`src/rtl/gdp_pkg.sv`:
```
// Shared types for the GDP scheduler: the 16-bit signed operand type, the FSM state
// encoding and the most-negative score used to seed the best tracker.
package gdp_pkg;

  typedef logic signed [15:0] num;

  typedef enum logic [1:0] {
    ST_IDLE  = 2'd0,
    ST_ISSUE = 2'd1,
    ST_DRAIN = 2'd2,
    ST_DONE  = 2'd3
  } state_e;

  localparam num NUM_MIN = 16'sh8000;

endpackage

```
`src/rtl/gdp_scheduler_if.sv`:
```
// Bus bundle of the GDP scheduler: feature input, stats memory port, GDP datapath port
// and score/status outputs. master = scheduler side, slave = surrounding environment.
interface gdp_scheduler_if
  import gdp_pkg::*;
#(
  parameter int unsigned N_COMPONENTS = 25,
  parameter int unsigned ADDR_W       = 13
);

  logic [16*N_COMPONENTS-1:0] x;
  logic                       x_valid;
  logic                       stats_rd;
  logic [ADDR_W-1:0]          stats_addr;
  num                         stats_mean;
  num                         stats_omega;
  num                         stats_k;
  logic                       gdp_en;
  logic                       gdp_first;
  logic                       gdp_last;
  num                         gdp_x;
  num                         gdp_mean;
  num                         gdp_omega;
  num                         gdp_k;
  num                         gdp_score;
  logic                       gdp_score_valid;
  logic [7:0]                 score_index;
  num                         score;
  logic                       score_valid;
  logic [7:0]                 best_index;
  num                         best_score;
  logic                       busy;
  logic                       done;
  logic                       overrun;

  modport master (
    input  x, x_valid, stats_mean, stats_omega, stats_k, gdp_score, gdp_score_valid,
    output stats_rd, stats_addr, gdp_en, gdp_first, gdp_last, gdp_x, gdp_mean, gdp_omega,
           gdp_k, score_index, score, score_valid, best_index, best_score, busy, done, overrun
  );

  modport slave (
    output x, x_valid, stats_mean, stats_omega, stats_k, gdp_score, gdp_score_valid,
    input  stats_rd, stats_addr, gdp_en, gdp_first, gdp_last, gdp_x, gdp_mean, gdp_omega,
           gdp_k, score_index, score, score_valid, best_index, best_score, busy, done, overrun
  );

endinterface

```
`src/rtl/gdp_best_tracker.sv`:
```
// Running signed maximum with index; ties keep the earlier index.
// Compiled in only when GDP_SCHED_BEST_EN is defined, otherwise outputs are constant 0.
module gdp_best_tracker
  import gdp_pkg::*;
(
  input  logic       clk,
  input  logic       reset,
  input  logic       clr,
  input  logic       upd,
  input  num         score_in,
  input  logic [7:0] index_in,
  output num         best_score,
  output logic [7:0] best_index
);

`ifdef GDP_SCHED_BEST_EN
  num         best_score_q, best_score_d;
  logic [7:0] best_index_q, best_index_d;

  always_comb begin
    best_score_d = best_score_q;
    best_index_d = best_index_q;
    if (clr) begin
      best_score_d = NUM_MIN;
      best_index_d = '0;
    end else if (upd && (score_in > best_score_q)) begin
      best_score_d = score_in;
      best_index_d = index_in;
    end
  end

  always_ff @(posedge clk or negedge reset) begin
    if (!reset) begin
      best_score_q <= NUM_MIN;
      best_index_q <= '0;
    end else begin
      best_score_q <= best_score_d;
      best_index_q <= best_index_d;
    end
  end

  assign best_score = best_score_q;
  assign best_index = best_index_q;
`else
  logic unused_inputs;
  assign unused_inputs = ^{clk, reset, clr, upd, score_in, index_in};
  assign best_score    = '0;
  assign best_index    = '0;
`endif

endmodule

```
`src/rtl/gdp_scheduler.sv`:
```
// Walks every (senone, component) pair through one shared GDP pipeline per observation
// and forwards per-senone scores. Best tracking is enabled by GDP_SCHED_BEST_EN.
module gdp_scheduler
  import gdp_pkg::*;
#(
  parameter int unsigned N_COMPONENTS = 25,
  parameter int unsigned N_SENONES    = 256,
  parameter int unsigned STATS_LAT    = 2,
  parameter int unsigned ADDR_W       = 13
)(
  input logic              clk,
  input logic              reset,
  gdp_scheduler_if.master  bus
);

  localparam int unsigned C_W  = $clog2(N_COMPONENTS);
  localparam int unsigned S_W  = (N_SENONES > 1) ? $clog2(N_SENONES) : 1;
  localparam int unsigned RX_W = $clog2(N_SENONES + 1);
  localparam int unsigned X_W  = 16 * N_COMPONENTS;

  state_e            state_q, state_d;
  logic [X_W-1:0]    x_q, x_d;
  logic [C_W-1:0]    c_q, c_d;
  logic [S_W-1:0]    s_q, s_d;
  logic [ADDR_W-1:0] addr_q, addr_d;
  logic              rd_q, rd_d;
  logic              pv_q [STATS_LAT];
  logic              pv_d [STATS_LAT];
  logic [C_W-1:0]    pc_q [STATS_LAT];
  logic [C_W-1:0]    pc_d [STATS_LAT];
  logic              en_q, en_d, first_q, first_d, last_q, last_d;
  num                gx_q, gx_d, gmean_q, gmean_d, gomega_q, gomega_d, gk_q, gk_d;
  logic [RX_W-1:0]   rx_q, rx_d;
  logic              sv_q, sv_d;
  num                score_q, score_d;
  logic [7:0]        sidx_q, sidx_d;
  logic              busy_q, busy_d, done_q, done_d, ovr_q, ovr_d;
  logic              start, accept;
  num                best_score;
  logic [7:0]        best_index;

  // Issue sequencing, receive counting and status.
  always_comb begin
    state_d = state_q;
    x_d     = x_q;
    c_d     = c_q;
    s_d     = s_q;
    addr_d  = addr_q;
    rd_d    = rd_q;
    rx_d    = rx_q;
    done_d  = 1'b0;
    ovr_d   = ovr_q;
    start   = 1'b0;
    accept  = bus.gdp_score_valid && ((state_q == ST_ISSUE) || (state_q == ST_DRAIN));
    if (accept) rx_d = rx_q + RX_W'(1);
    unique case (state_q)
      ST_IDLE: if (bus.x_valid) begin
        start   = 1'b1;
        state_d = ST_ISSUE;
        x_d     = bus.x;
        c_d     = '0;
        s_d     = '0;
        addr_d  = '0;
        rd_d    = 1'b1;
        rx_d    = '0;
        ovr_d   = 1'b0;
      end
      ST_ISSUE: begin
        addr_d = addr_q + ADDR_W'(1);
        if (c_q == C_W'(N_COMPONENTS - 1)) begin
          c_d = '0;
          s_d = s_q + S_W'(1);
          if (s_q == S_W'(N_SENONES - 1)) begin
            rd_d    = 1'b0;
            state_d = ST_DRAIN;
          end
        end else begin
          c_d = c_q + C_W'(1);
        end
      end
      ST_DRAIN: if (rx_q == RX_W'(N_SENONES)) begin
        state_d = ST_DONE;
        done_d  = 1'b1;
      end
      ST_DONE: state_d = ST_IDLE;
      default: state_d = ST_IDLE;
    endcase
    if (bus.x_valid && (state_q != ST_IDLE)) ovr_d = 1'b1;
    busy_d = (state_d != ST_IDLE);
  end

  // Component index travels with each read so returning data finds its x[c].
  always_comb begin
    pv_d[0] = rd_q;
    pc_d[0] = c_q;
    for (int i = 1; i < STATS_LAT; i++) begin
      pv_d[i] = pv_q[i-1];
      pc_d[i] = pc_q[i-1];
    end
  end

  always_comb begin
    en_d     = pv_q[STATS_LAT-1];
    first_d  = en_d && (pc_q[STATS_LAT-1] == '0);
    last_d   = en_d && (pc_q[STATS_LAT-1] == C_W'(N_COMPONENTS - 1));
    gx_d     = gx_q;
    gmean_d  = gmean_q;
    gomega_d = gomega_q;
    gk_d     = gk_q;
    if (en_d) begin
      gx_d     = num'(x_q[16*int'(pc_q[STATS_LAT-1]) +: 16]);
      gmean_d  = bus.stats_mean;
      gomega_d = bus.stats_omega;
      gk_d     = bus.stats_k;
    end
    sv_d    = accept;
    score_d = accept ? bus.gdp_score : score_q;
    sidx_d  = accept ? 8'(rx_q) : sidx_q;
  end

  always_ff @(posedge clk or negedge reset) begin
    if (!reset) begin
      state_q  <= ST_IDLE;
      x_q      <= '0;
      c_q      <= '0;
      s_q      <= '0;
      addr_q   <= '0;
      rd_q     <= 1'b0;
      for (int i = 0; i < STATS_LAT; i++) begin
        pv_q[i] <= 1'b0;
        pc_q[i] <= '0;
      end
      en_q     <= 1'b0;
      first_q  <= 1'b0;
      last_q   <= 1'b0;
      gx_q     <= '0;
      gmean_q  <= '0;
      gomega_q <= '0;
      gk_q     <= '0;
      rx_q     <= '0;
      sv_q     <= 1'b0;
      score_q  <= '0;
      sidx_q   <= '0;
      busy_q   <= 1'b0;
      done_q   <= 1'b0;
      ovr_q    <= 1'b0;
    end else begin
      state_q  <= state_d;
      x_q      <= x_d;
      c_q      <= c_d;
      s_q      <= s_d;
      addr_q   <= addr_d;
      rd_q     <= rd_d;
      for (int i = 0; i < STATS_LAT; i++) begin
        pv_q[i] <= pv_d[i];
        pc_q[i] <= pc_d[i];
      end
      en_q     <= en_d;
      first_q  <= first_d;
      last_q   <= last_d;
      gx_q     <= gx_d;
      gmean_q  <= gmean_d;
      gomega_q <= gomega_d;
      gk_q     <= gk_d;
      rx_q     <= rx_d;
      sv_q     <= sv_d;
      score_q  <= score_d;
      sidx_q   <= sidx_d;
      busy_q   <= busy_d;
      done_q   <= done_d;
      ovr_q    <= ovr_d;
    end
  end

  gdp_best_tracker u_best (
    .clk        (clk),
    .reset      (reset),
    .clr        (start),
    .upd        (accept),
    .score_in   (bus.gdp_score),
    .index_in   (8'(rx_q)),
    .best_score (best_score),
    .best_index (best_index)
  );

  assign bus.stats_rd    = rd_q;
  assign bus.stats_addr  = addr_q;
  assign bus.gdp_en      = en_q;
  assign bus.gdp_first   = first_q;
  assign bus.gdp_last    = last_q;
  assign bus.gdp_x       = gx_q;
  assign bus.gdp_mean    = gmean_q;
  assign bus.gdp_omega   = gomega_q;
  assign bus.gdp_k       = gk_q;
  assign bus.score_index = sidx_q;
  assign bus.score       = score_q;
  assign bus.score_valid = sv_q;
  assign bus.best_index  = best_index;
  assign bus.best_score  = best_score;
  assign bus.busy        = busy_q;
  assign bus.done        = done_q;
  assign bus.overrun     = ovr_q;

endmodule

```
`src/flat_wrapper.sv`:
```
// flat-port wrapper written by rule: the top's interface ports become plain ports
module gdp_scheduler_flat import gdp_pkg::*;
#(
  parameter int unsigned N_COMPONENTS = 25,
  parameter int unsigned N_SENONES    = 256,
  parameter int unsigned STATS_LAT    = 2,
  parameter int unsigned ADDR_W       = 13
)
  (clk, reset, bus_x, bus_x_valid, bus_stats_mean, bus_stats_omega, bus_stats_k, bus_gdp_score, bus_gdp_score_valid, bus_stats_rd, bus_stats_addr, bus_gdp_en, bus_gdp_first, bus_gdp_last, bus_gdp_x, bus_gdp_mean, bus_gdp_omega, bus_gdp_k, bus_score_index, bus_score, bus_score_valid, bus_best_index, bus_best_score, bus_busy, bus_done, bus_overrun);
  gdp_scheduler_if #(.N_COMPONENTS(N_COMPONENTS), .ADDR_W(ADDR_W)) bus_i ();
  input logic clk;
  input logic reset;
  input wire logic [$bits(bus_i.x)-1:0] bus_x;
  input wire logic [$bits(bus_i.x_valid)-1:0] bus_x_valid;
  input wire logic [$bits(bus_i.stats_mean)-1:0] bus_stats_mean;
  input wire logic [$bits(bus_i.stats_omega)-1:0] bus_stats_omega;
  input wire logic [$bits(bus_i.stats_k)-1:0] bus_stats_k;
  input wire logic [$bits(bus_i.gdp_score)-1:0] bus_gdp_score;
  input wire logic [$bits(bus_i.gdp_score_valid)-1:0] bus_gdp_score_valid;
  output wire logic [$bits(bus_i.stats_rd)-1:0] bus_stats_rd;
  output wire logic [$bits(bus_i.stats_addr)-1:0] bus_stats_addr;
  output wire logic [$bits(bus_i.gdp_en)-1:0] bus_gdp_en;
  output wire logic [$bits(bus_i.gdp_first)-1:0] bus_gdp_first;
  output wire logic [$bits(bus_i.gdp_last)-1:0] bus_gdp_last;
  output wire logic [$bits(bus_i.gdp_x)-1:0] bus_gdp_x;
  output wire logic [$bits(bus_i.gdp_mean)-1:0] bus_gdp_mean;
  output wire logic [$bits(bus_i.gdp_omega)-1:0] bus_gdp_omega;
  output wire logic [$bits(bus_i.gdp_k)-1:0] bus_gdp_k;
  output wire logic [$bits(bus_i.score_index)-1:0] bus_score_index;
  output wire logic [$bits(bus_i.score)-1:0] bus_score;
  output wire logic [$bits(bus_i.score_valid)-1:0] bus_score_valid;
  output wire logic [$bits(bus_i.best_index)-1:0] bus_best_index;
  output wire logic [$bits(bus_i.best_score)-1:0] bus_best_score;
  output wire logic [$bits(bus_i.busy)-1:0] bus_busy;
  output wire logic [$bits(bus_i.done)-1:0] bus_done;
  output wire logic [$bits(bus_i.overrun)-1:0] bus_overrun;
  assign bus_i.x = bus_x;
  assign bus_i.x_valid = bus_x_valid;
  assign bus_i.stats_mean = bus_stats_mean;
  assign bus_i.stats_omega = bus_stats_omega;
  assign bus_i.stats_k = bus_stats_k;
  assign bus_i.gdp_score = bus_gdp_score;
  assign bus_i.gdp_score_valid = bus_gdp_score_valid;
  assign bus_stats_rd = bus_i.stats_rd;
  assign bus_stats_addr = bus_i.stats_addr;
  assign bus_gdp_en = bus_i.gdp_en;
  assign bus_gdp_first = bus_i.gdp_first;
  assign bus_gdp_last = bus_i.gdp_last;
  assign bus_gdp_x = bus_i.gdp_x;
  assign bus_gdp_mean = bus_i.gdp_mean;
  assign bus_gdp_omega = bus_i.gdp_omega;
  assign bus_gdp_k = bus_i.gdp_k;
  assign bus_score_index = bus_i.score_index;
  assign bus_score = bus_i.score;
  assign bus_score_valid = bus_i.score_valid;
  assign bus_best_index = bus_i.best_index;
  assign bus_best_score = bus_i.best_score;
  assign bus_busy = bus_i.busy;
  assign bus_done = bus_i.done;
  assign bus_overrun = bus_i.overrun;
  gdp_scheduler #(.N_COMPONENTS(N_COMPONENTS), .N_SENONES(N_SENONES), .STATS_LAT(STATS_LAT), .ADDR_W(ADDR_W)) u_core (.clk(clk), .reset(reset), .bus(bus_i));
endmodule
```
`config.mk`:
```
export PLATFORM = sky130hd
export DESIGN_NAME = gdp_scheduler_flat
export DESIGN_NICKNAME = d
export VERILOG_FILES = /design/src/rtl/gdp_pkg.sv /design/src/rtl/gdp_scheduler_if.sv /design/src/rtl/gdp_best_tracker.sv /design/src/rtl/gdp_scheduler.sv /design/src/flat_wrapper.sv
export SDC_FILE = /design/constraint.sdc
export NUM_CORES = 1
export LEC_CHECK = 0
export CAP_MARGIN = 10
export CORE_ASPECT_RATIO = 1.5
export CORE_MARGIN = 2
export CORE_UTILIZATION = 35
export DETAILED_ROUTE_END_ITERATION = 8
export SYNTH_ARGS = -nofsm -noshare
export SYNTH_HDL_FRONTEND = slang
export SYNTH_HIERARCHICAL = 1
export SYNTH_SLANG_ARGS = --single-unit
```
`constraint.sdc`:
```
create_clock -name clk -period 1.98 [get_ports clk]
set_clock_uncertainty 0.1 [all_clocks]
set_input_delay 0.396 -clock clk [delete_from_list [all_inputs] [get_ports clk]]
set_output_delay 0.396 -clock clk [all_outputs]
set_load 0.03 [all_outputs]
```
Yosys cells after proc, flatten, opt, wreduce, memory -nomap -nowiden. Index checks and enable logic that the tools add are counted.

$add $sub $neg: 4. Multiply operators: 0. Div/mod/pow operators: 0. Order comparisons: 0. Equal/unequal tests: 10. Shifts and indexed selects: 1. Muxes and demuxes: 25. Bitwise logic cells: 0. Reduce and logical (&&, ||, !) cells: 17.

Operators with widths (number): $shiftx 400x10->16 (1); $mux 9 (3); $pmux 13 s2 (1); $mux 8 (2); $pmux 8 s2 (1); $add 13x1->13 const B (1); $mux 13 (1); $eq 5x5->1 const B (2); $mux 5 (2); $pmux 5 s2 (1); $reduce_bool 2->1 (5); $add 9x1->9 const B (1); $eq 9x9->1 const B (1); $add 8x1->8 const B (1); $eq 8x8->1 const B (1); $mux 1 (8); $mux 2 (4); $pmux 2 s4 (1); $ne 2x2->1 const B (3); $reduce_and 2->1 (3); $add 5x1->5 const B (1); $logic_not 5->1 (1); $eq 2x2->1 const B (2); $logic_and 1x1->1 (4); other kinds (6) (6).

Bits in registers: 545. Bits in latches: 0. Memory bits (writable): 0. ROM bits: 0. Word-level logic and storage cells: 81. Memories: 0.

Longest topological paths before layout. Gate-level depths: netlist of run 1.

Depth after elaboration: 6. Depth in mapped cells: 9. Depth with buffers taken out: 7.

Modules after synthesis. Netlist of run 1, hierarchy kept.

By module, submodules not included: gdp_scheduler (times used 1, cells each 2525, area an instance 23907.9 um2, seq. area each 13638.1 um2); gdp_best_tracker (times used 1, cells each 25, area an instance 183.9 um2, seq. area each 0.0 um2).

Worst setup path before layout of run 1. OpenSTA, ideal clock, no wires.

Path type: register to register. From: register u_core.state_q[1]. To: register u_core.addr_q[12], in the netlist u_core/bus.stats_addr[12]. Setup time: 0.120 ns. Arrival time: 1.830 ns. Required time: 1.760 ns. Path slack: -0.070 ns. Stages on the path, launching flop included: 8. Clock period less this slack: 2.050 ns. Cell sequence: dfrtp_1 -> inv_1 -> ha_1 -> buf_4 -> mux2i_1 -> nor4b_1 -> a31oi_1 -> a41o_1.

Cells in the longest elaborated chain, start to end: 3.

RTL lines: from (decl) (RTL line gdp_scheduler.sv:21) `state_e state_q, state_d;`; from (signal assigned) (RTL line gdp_scheduler.sv:148) `state_q <= state_d;`; $eq 2x1->1 / $logic_not 2->1 (equally long branches) (RTL line gdp_scheduler.sv:56) `unique case (state_q)`; $reduce_bool 2->1 (no line) / $ne 2x2->1 (equally long branches); $reduce_and 2->1 (no line); to (signal assigned) (RTL line gdp_scheduler.sv:152) `addr_q <= addr_d;`; to (decl) (RTL line gdp_scheduler.sv:25) `logic [ADDR_W-1:0] addr_q, addr_d;`.

Parallel ways exist; a longest one is shown, timed or not. A chain may end at the register's enable or synchronous reset.

Worst setup path in the final report of run 1.
From: register u_core/pc_q[0] in the netlist's numbering. To: register u_core.gx_q[6], in the netlist u_core/bus.gdp_x[6].

Cells in the longest elaborated chain, start to end: 1.

RTL lines: from (decl) (RTL line gdp_scheduler.sv:29) `logic [C_W-1:0] pc_q [STATS_LAT];`; from (signal, indexed assignment) (RTL line gdp_scheduler.sv:156) `pc_q[i] <= pc_d[i];`; $shiftx 400x10->16 (RTL line gdp_scheduler.sv:111) `gx_d = num'(x_q[16*int'(pc_q[STATS_LAT-1]) +: 16]);`; to (signal assigned) (RTL line gdp_scheduler.sv:161) `gx_q <= gx_d;`; to (decl) (RTL line gdp_scheduler.sv:32) `num gx_q, gx_d, gmean_q, gmean_d, gomega_q, gomega_d, gk_q, gk_d;`.

Every way passes these cells.

==> run_results.csv, run 1 <==
group,metric,value,unit
status,status,"finished, violations left",
status,violations,"setup timing",
place,hpwl,70300,um
synthesis,synth.distinct_cells,58,
timing,fin_ws,-0.125,ns
synthesis,avgSynthCellArea,9.45,um2
critical_path,r2r_setup_slack,-0.13,ns
place,gp_congestion,0.917,
timing,fin_crit_sh,1.06,
die,die_w,218,um
critical_path,worstPathRequired,2.35,ns
clock_tree,cts_tree,"done",
global_route,grt_pass1_vias,21898,
global_route,grt_pass1_wl,134000,um
global_route,antenna_found_initial,22,
finish,nNetsFinal,3693,
die,num_io_pins,601,
die,rows,117,
timing,finalHoldViolations,0,
global_route,grt_max_degree,71,
route,drt-initial-drc-count,1633,
critical_path,worstPathArrival,2.48,ns
timing,hold_slack,0.156,ns
clock_tree,cts_buffers,53,
route,wl,90800,um
timing,rsz0062_at_grt,"yes",
critical_path,worstSetupStartpointType,"register",
pwr,p_leak,17.8,nW
timing,finalSetupViolCount,15,
synthesis,netlist_area,0.0241,mm2
timing,tns,-1.11,ns
clock_tree,clk_latency,0.61,ns
critical_path,timing.rr.start,"u_core/pc_q[0]",
timing,max_slew_margin,0.412,
synthesis,ys.flop_type,"dfrtp_1",
clock_tree,htreeDepth,2,
global_route,grt_usage,0.252,
finish,fillers,6248,
synthesis,yosysWarningCount,6,
global_route,gr-total-overflow,0,
pwr,power.density,682,mW/mm2
critical_path,rr_worst_depth,6,
finish,drive_gt1_frac,0.146,
synthesis,synth_edf_count,0,
clock_tree,clock_sinks,545,
global_route,met1_usage,0.280,
finish,syn_to_final_growth,44.2,%
route,drcViolationCount,0,
clock_tree,clk_pin_slew,0.06,ns
critical_path,crit_path_max_fanout,7,
timing,drv_slew,0,
timing,fmax,475,MHz
place,portBuffers,576,
job,drv_cap,0,
timing,fin_crit,2.11,ns
die,dieArea,0.0710,mm2
place,dpl_worst_slack,-0.371,ns
route,vias,20654,
route,viasPerCell,4.96,
synthesis,synth-seq-cells,545,
global_route,use_met3,0.0546,
global_route,busiest_layer,"met2",
synthesis,synth.area.top_cells,"dfrtp_1, nand2_1, mux2i_1",
clock_tree,clk_path_buf_depth,3,
route,wl_per_cell,21.8,um
synthesis,synthCells,2550,
clock_tree,root_buffer,"clkbuf_16",
timing,tightest_slew,0.882,ns
die,start_util,0.354,
die,die_y,325,um
synthesis,synthArstFlopShare,1.00,
synthesis,synth_top_cell_area_share,0.566,
critical_path,critPathKind,"register to register",
global_route,grt.met2_usage,0.450,
pwr,vdd_drop_max,672,uV
synthesis,seq_area_frac_synth,0.566,
critical_path,crit_path_end_kind,"register",
route,postRouteAntennaNets,0,
die,core_area,0.0681,mm2
route,first_pass_iters,5,
critical_path,rr_endpoint,"u_core/bus.gdp_x[6]",
synthesis,synth_top_cell_by_area,"dfrtp_1",
hold_path,hp-class,"input port to asynchronous set/reset pin",
## power breakdown
part	internal [W]	leakage, nW	switching [W]	total (W)
sequential	0.0113	7.51	0.000136	0.0114
combinational	0.00107	9.44	0.000863	0.00193
clock	0.00590	0.865	0.00443	0.0103
## what timing repair did
item | 4_1_cts | 5_1_grt
setup buffers | 14 | 4
endpoints found under the hold margin | 124 | 0
pin swaps | 15 | 29
gates resized for setup | 196 | 67
cloned | 3 | 3
hold buffers | 1 | 0
setup endpoints to repair | 129 | 93
## sequential cells by signal, indices dropped and copies added (netlist names), 9 cells and up
register	flops
u_core/x_q	400
u_core/bus.gdp_k	16
u_core/bus.gdp_mean	16
u_core/bus.gdp_omega	16
u_core/bus.gdp_x	16
u_core/bus.score	16
u_core/bus.stats_addr	13
u_core/rx_q	9
## worst max-delay path, cell delays in order (launching register included)
cell and delay [ns]:
dfrtp_4 0.53, buf_12 0.17, buf_6 0.11, mux4_2 0.41, and3_4 0.16, a211o_1 0.22, o32a_1 0.29
## placed cells by master, fill, tap and decap left out, types with 27 or more instances in the layout
cell,instances
mux4_2,41
clkbuf_16,57
mux2i_1,98
buf_12,52
nand3_1,27
buf_4,117
nand2_1,1301
dlygate4sd2_1,86
dfrtp_1,541
clkdlybuf4s50_1,466
nor2_1,44
mux2_2,49
## cell families after synthesis
logic type | synth area share
multiplexers | 0.110
flip-flops | 0.566
AO/OA/AOI/OAI | 0.0406
other | 0.000156
adder cells (fa/ha/maj) | 0.00467
XOR/XNOR | 0.00800
buffers and inverters | 0.0373
AND/OR/NAND/NOR | 0.233
## cells in the mapped netlist (3+ instances only)
cell / count
o31ai_1: 3
nor3b_1: 3
a21oi_1: 23
dfrtp_1: 545
ha_1: 9
mux4_2: 39
a221oi_1: 7
clkbuf_1: 107
mux2_2: 50
a22oi_1: 39
or3_1: 5
buf_2: 19
nor2_1: 45
xnor2_1: 10
and2_1: 10
nand3b_1: 3
a31oi_1: 23
a211oi_1: 11
inv_1: 15
nand3_1: 32
a22o_1: 7
buf_4: 32
or4_1: 3
buf_1: 16
nor2b_1: 3
a2111oi_0: 4
nand4_1: 8
o21ai_0: 11
nand2_1: 1304
mux4_1: 5
mux2i_1: 108
and3_1: 6
xor2_1: 12
## worst max-delay path by stage
stage,startpoint,endpoint,depth (start not counted),slack [ns]
after floorplan,u_core/state_q[1],u_core/s_q[6],8,-0.006
after global placement,u_core/pc_q[0],u_core/bus.gdp_x[0],6,-0.34
after detailed placement,u_core/pc_q[0],u_core/bus.gdp_x[2],7,-0.37
after CTS,u_core/pc_q[0],u_core/bus.gdp_x[6],6,-0.13
after global routing,u_core/pc_q[0],u_core/bus.gdp_x[6],6,-0.17
final,u_core/pc_q[0],u_core/bus.gdp_x[6],6,-0.13
## metal layers
layer  part of all wire  vias up
met2               0.51      845
li1                   -     9563
met4              0.055       22
met1               0.36    10021
met5             0.0016        -
met3              0.069      203
## stage by stage
stage               power, W   util  cell area, um2  instances
finish                0.0237  0.510           34700       4160
global route          0.0245  0.510           34700       4157
CTS                   0.0239  0.505           34400       4143
detailed placement    0.0136  0.473           32200       4031
global placement      0.0136  0.473           32200       4031
floorplan             0.0121      -           24200       2573
## area by class of cell
type	count	area, um2	area share
repair buffers	765	7940	0.228
diodes	11	27.5	0.000792
clock inverters	21	228	0.00655
well taps	892	1120	0.0321
multi-input cells	1835	10200	0.293
inverters	16	72.6	0.00209
flip-flops and latches	545	13700	0.393
clock buffers	75	1530	0.0440
Note: power is estimated with default switching activity, not from simulation.
==> run 2, diff against run 1 <==
- SETUP_SLACK_MARGIN: unset -> 0.4
==> run 2 against run 1 <==
- register-to-register slack lost 0.03 ns
- wire length up 13%
- the flow still finishes with violations (setup timing)
- die area unchanged
- highest routed layer unchanged
==> run_results.csv, run 2 (synthesized netlist as in run 1, its figures left out) <==
group,metric,value,unit
place,portBuffers,576,
clock_tree,htreeDepth,2,
critical_path,worstSetupStartpointType,"register",
finish,largest_register,"u_core/x_q",
route,wl,102000,um
critical_path,r2r_setup_slack,-0.15,ns
pwr,vdd_drop_max,689,uV
die,num_io_pins,601,
die,core_area,0.0681,mm2
route,vias,21981,
timing,max_slew_margin,0.655,
timing,finalHoldViolations,0,
critical_path,rr_worst_depth,7,
route,postRouteAntennaNets,0,
pwr,p_leak,20.0,nW
hold_path,hp-class,"input port to register",
route,drt-initial-drc-count,1638,
clock_tree,clk_pin_slew,0.07,ns
job,drv_cap,0,
finish,drive_gt1_frac,0.296,
place,hpwl,68200,um
timing,drv_slew,0,
finish,nNetsFinal,3841,
critical_path,rr_endpoint,"u_core/bus.gdp_x[2]",
critical_path,endpoint,"u_core/bus.gdp_x[2]",
critical_path,worstPathArrival,2.56,ns
timing,fmax,469,MHz
clock_tree,clk_latency,0.63,ns
place,gp_congestion,0.859,
clock_tree,clk_path_buf_depth,3,
place,dpl_worst_slack,-0.386,ns
critical_path,crit_path_max_fanout,13,
status,violations,"setup timing",
clock_tree,cts_tree,"done",
timing,rsz0062_at_grt,"yes",
timing,fin_ws,-0.151,ns
critical_path,critPathKind,"register to register",
die,die_w,218,um
place,place_inst,4022,
global_route,grt_pass1_vias,22458,
pwr,power.density,625,mW/mm2
global_route,antenna_found_initial,16,
route,drcViolationCount,0,
finish,layout_common_cells,"nand2_1, dfrtp_1, clkdlybuf4s50_1",
critical_path,timing.rr.start,"u_core/pc_q[1]",
global_route,grt_usage,0.263,
route,wl_per_cell,23.7,um
die,die_y,325,um
global_route,grt_pass1_wl,139000,um
clock_tree,cts_buffers,54,
clock_tree,clock_sinks,545,
timing,finalSetupViolCount,16,
timing,tightest_slew,0.517,ns
critical_path,crit_path_end_kind,"register",
die,rows,117,
die,dieArea,0.0710,mm2
critical_path,crit_start,"u_core/pc_q[1]",
global_route,grt_max_degree,62,
global_route,gr-total-overflow,0,
finish,final_common_cell,"nand2_1",
finish,layout.cells.non_filler,4312,
die,start_util,0.354,
route,first_pass_iters,5,
timing,hold_slack,0.198,ns
critical_path,worstPathRequired,2.41,ns
finish,largest_reg_flops,400,
clock_tree,root_buffer,"clkbuf_16",
status,status,"finished, violations left",
timing,fin_crit_sh,1.08,
route,viasPerCell,5.10,
timing,fin_crit,2.13,ns
finish,syn_to_final_growth,64.2,%
-- run 2: changes by cell type in the layout (fill, tap and decap cells not counted), moves of 6 or more --
cell	previous run	this run
nand2_1	1301	1036
nand2_2	2	157
buf_6	13	136
nand2_4	1	109
dlygate4sd2_1	86	0
buf_16	5	48
clkbuf_16	57	97
buf_8	2	23
buf_4	117	136
clkdlybuf4s15_1	8	0
dfrtp_1	541	534
dfrtp_2	0	7
clkbuf_2	6	0
clkinv_16	0	6
-- run 2: repair_timing --
action                                  4_1_cts  5_1_grt
cloned                                       35       59
hold buffers                                  1        0
hold endpoints to repair                    124        0
buffers inserted                             54       29
endpoints found under the setup margin      584      566
gates resized for setup                     999      439
pin swaps                                   113      187
-- run 2: power breakdown --
group | internal (W) | leakage, nW | total, W | switching [W]
sequential | 0.0113 | 7.49 | 0.0114 | 0.000144
clock | 0.00656 | 0.941 | 0.0112 | 0.00460
combinational | 0.00116 | 11.6 | 0.00214 | 0.000978
total | 0.0190 | 20.0 | 0.0247 | 0.00572
-- run 2: per-layer routing --
layer,vias up,part of all wire,GRT usage
met5,-,0.00068,0
met4,10,0.058,0.146
met3,243,0.074,0.0588
met2,980,0.50,0.447
met1,10868,0.37,0.305
li1,9880,-,-
-- run 2: area by class of cell --
class	count	area [um2]
fillers	5735	28500
flip-flops and latches	545	13700
multi-input cells	1835	11600
repair buffers	904	11000
clock buffers	82	1620
well taps	892	1120
clock inverters	18	293
repair inverters	8	206
inverters	16	90.1
diodes	12	30.0
-- run 2: critical path, cell delays in order (launching register included) --
cell       delay (ns)
dfrtp_4          0.45
buf_12           0.17
buf_4            0.17
nor2b_4          0.06
bufbuf_16        0.28
a22oi_1          0.31
nand3_1          0.24
a31oi_2          0.24
-- run 2: worst min-delay path by stage --
stage              startpoint               to  slack [ns]  depth (start not counted)
6_report           bus_x[141]  u_core/x_q[141]        0.20                          3
5_1_grt              bus_x[0]    u_core/x_q[0]        0.18                          3
4_1_cts            bus_x[120]  u_core/x_q[120]        0.17                          3
3_5_place_dp   u_core/pc_d[4]   u_core/pc_q[4]        0.24                          0
3_3_place_gp   u_core/pc_d[3]   u_core/pc_q[3]        0.23                          0
2_1_floorplan           reset  u_core/bus.busy      0.0004                          0
-- run 2: per-stage QoR --
stage,area (um2),util,setup TNS [ns],total power (W)
after CTS,36500,0.536,-1.76,0.0249
after floorplan,24400,-,0,0.0121
after global placement,32000,0.470,-61.92,0.0136
final,39600,0.581,-1.47,0.0247
after detailed placement,32000,0.470,-76.28,0.0136
after global routing,39600,0.581,-2.73,0.0256
==> run 3, diff against run 2 <==
- CELL_PAD_IN_SITES_DETAIL_PLACEMENT: unset -> 1
- CELL_PAD_IN_SITES_GLOBAL_PLACEMENT: unset -> 1
- CORE_UTILIZATION: 35 -> 34
- PLACE_DENSITY_LB_ADDON: unset -> 0.1
==> run 3 against run 2 <==
- the run still ends with setup timing left
- register-to-register slack got worse by 0.14 ns
- combinational power increased by 5%
- sequential cell count unchanged
- total power decreased by 0.51%
- maximum frequency decreased by 6.2%
- critical path type unchanged
- critical endpoint is now u_core/bus.gdp_x[12]
==> run_results.csv, run 3 (synthesized netlist as in run 1, its figures left out) <==
group,metric,value,unit
status,status,"finished, violations left",
status,violations,"setup timing",
critical_path,max_stage_delay,0.50,ns
timing,drv_slew,0,
finish,layout_common_cells,"nand2_1, dfrtp_1, clkdlybuf4s50_1",
die,die_w,221,um
critical_path,critPathKind,"register to register",
route,viasPerCell,5.18,
place,hpwl,72500,um
clock_tree,cts_tree,"done",
timing,finalSetupViolCount,21,
pwr,total_power,0.0246,W
clock_tree,clock_sinks,545,
route,top_layer,"met5",
critical_path,crit_family,"buffers and inverters",
global_route,grt_max_degree,62,
timing,tightest_slew,0.554,ns
timing,fin_crit,2.27,ns
critical_path,worstSetupStartpointType,"register",
place,gp_congestion,0.885,
critical_path,crit_path_max_fanout,7,
die,dieArea,0.0730,mm2
critical_path,cp_slowest_cell,"dfrtp_4",
die,die_y,330,um
route,postRouteAntennaNets,0,
critical_path,critPathBufInv,4,
critical_path,worstPathArrival,2.66,ns
route,wl_per_cell,25.8,um
timing,finalHoldViolations,0,
global_route,antenna_found_initial,20,
finish,layout.cells.non_filler,4346,
global_route,gr-total-overflow,0,
clock_tree,clk_path_buf_depth,3,
finish,drive_gt1_frac,0.342,
clock_tree,root_buffer,"clkbuf_16",
finish,nNetsFinal,3863,
route,vias,22506,
pwr,power.density,610,mW/mm2
global_route,grt_usage,0.275,
die,rows,119,
finish,syn_to_final_growth,67.5,%
finish,largest_reg_flops,400,
pwr,p_leak,20.9,nW
critical_path,worstPathRequired,2.37,ns
timing,hold_slack,0.127,ns
critical_path,cp_cell_sequence,"buf_12 -> buf_16 -> buf_4 -> mux4_2 -> and2_4 -> a31oi_4 -> buf_6 -> a31oi_1",
finish,final_common_cell,"nand2_1",
route,drcViolationCount,0,
clock_tree,clk_pin_slew,0.06,ns
clock_tree,htreeDepth,2,
place,portBuffers,576,
job,drv_cap,0,
timing,rsz0062_at_grt,"yes",
hold_path,hp-class,"input port to asynchronous set/reset pin",
route,met3_length,5930,um
timing,fin_crit_sh,1.15,
place,dpl_worst_slack,-0.446,ns
die,num_io_pins,601,
route,wl_met2,58200,um
timing,fin_ws,-0.291,ns
route,drt-initial-drc-count,1228,
place,place_inst,4057,
finish,largest_register,"u_core/x_q",
route,wl_met1,42600,um
route,wl,112000,um
timing,fmax,440,MHz
clock_tree,cts_buffers,57,
pwr,vdd_drop_max,718,uV
clock_tree,clk_latency,0.63,ns
die,core_area,0.0701,mm2
timing,max_slew_margin,0.630,
route,first_pass_iters,5,
global_route,grt_pass1_vias,24220,
global_route,grt_pass1_wl,152000,um
die,start_util,0.344,
critical_path,crit_path_end_kind,"register",
[run 3: changes by cell type in the layout (fill, tap and decap cells not counted), sizes merged]
cell,before,now
buf,393,420
clkinvlp,2,4
bufinv,7,5
inv,19,16
bufbuf,2,0
diode,12,14
clkinv,14,9
[run 3: path summary, 6_finish.rpt]
path,from,to,slack [ns],cells after the start
setup / recovery,u_core/pc_q[0],u_core/bus.gdp_x[12],-0.29,8
hold / removal,reset,u_core/x_q[148],0.13,2
setup reg to reg,u_core/pc_q[0],u_core/bus.gdp_x[12],-0.29,8
hold reg to reg,u_core/pc_d[2],u_core/pc_q[2],0.25,0
max in group asynchronous,reset,u_core/bus.gdp_mean[15],0.79,3
min in group clk,bus_x[382],u_core/x_q[382],0.20,3
[run 3: metal layers]
metal / track usage / vias up
li1: - / 9918
met1: 0.318 / 11588
met2: 0.501 / 760
met3: 0.0486 / 230
met4: 0.111 / 10
met5: 0 / -
[run 3: layout make-up]
cell class                      instances  area [um2]
Antenna cell                           14        35.0
Clock buffer                           80        1590
Clock inverter                         18         233
Fill cell                            7408       29800
Inverter                               16        80.1
Multi-Input combinational cell       1835       12300
Sequential cell                       545       13700
Tap cell                              907        1130
Timing Repair Buffer                  931       11300
[run 3: repair_timing]
action | 4_1_cts | 5_1_grt
hold buffers | 1 | 0
endpoints found under the hold margin | 193 | 0
gates resized for setup | 1006 | 641
setup endpoints to repair | 588 | 568
pin swaps | 110 | 278
setup buffers | 62 | 24
cloned | 30 | 60
[run 3: power breakdown]
group          total (W)  leakage (nW)  internal, W  switching, W
Sequential        0.0114          7.50       0.0113      0.000159
Clock             0.0109         0.885      0.00622       0.00471
Combinational    0.00224          12.5      0.00118       0.00106
Total             0.0246          20.9       0.0187       0.00592
[run 3: through the flow]
stage / setup TNS (ns) / util / area, um2
3_5_place_dp: -62.81 / 0.460 / 32300
6_report: -3.18 / 0.575 / 40400
2_1_floorplan: 0 / - / 24400
5_1_grt: -4.98 / 0.575 / 40400
4_1_cts: -3.05 / 0.521 / 36500
3_3_place_gp: -49.53 / 0.460 / 32300
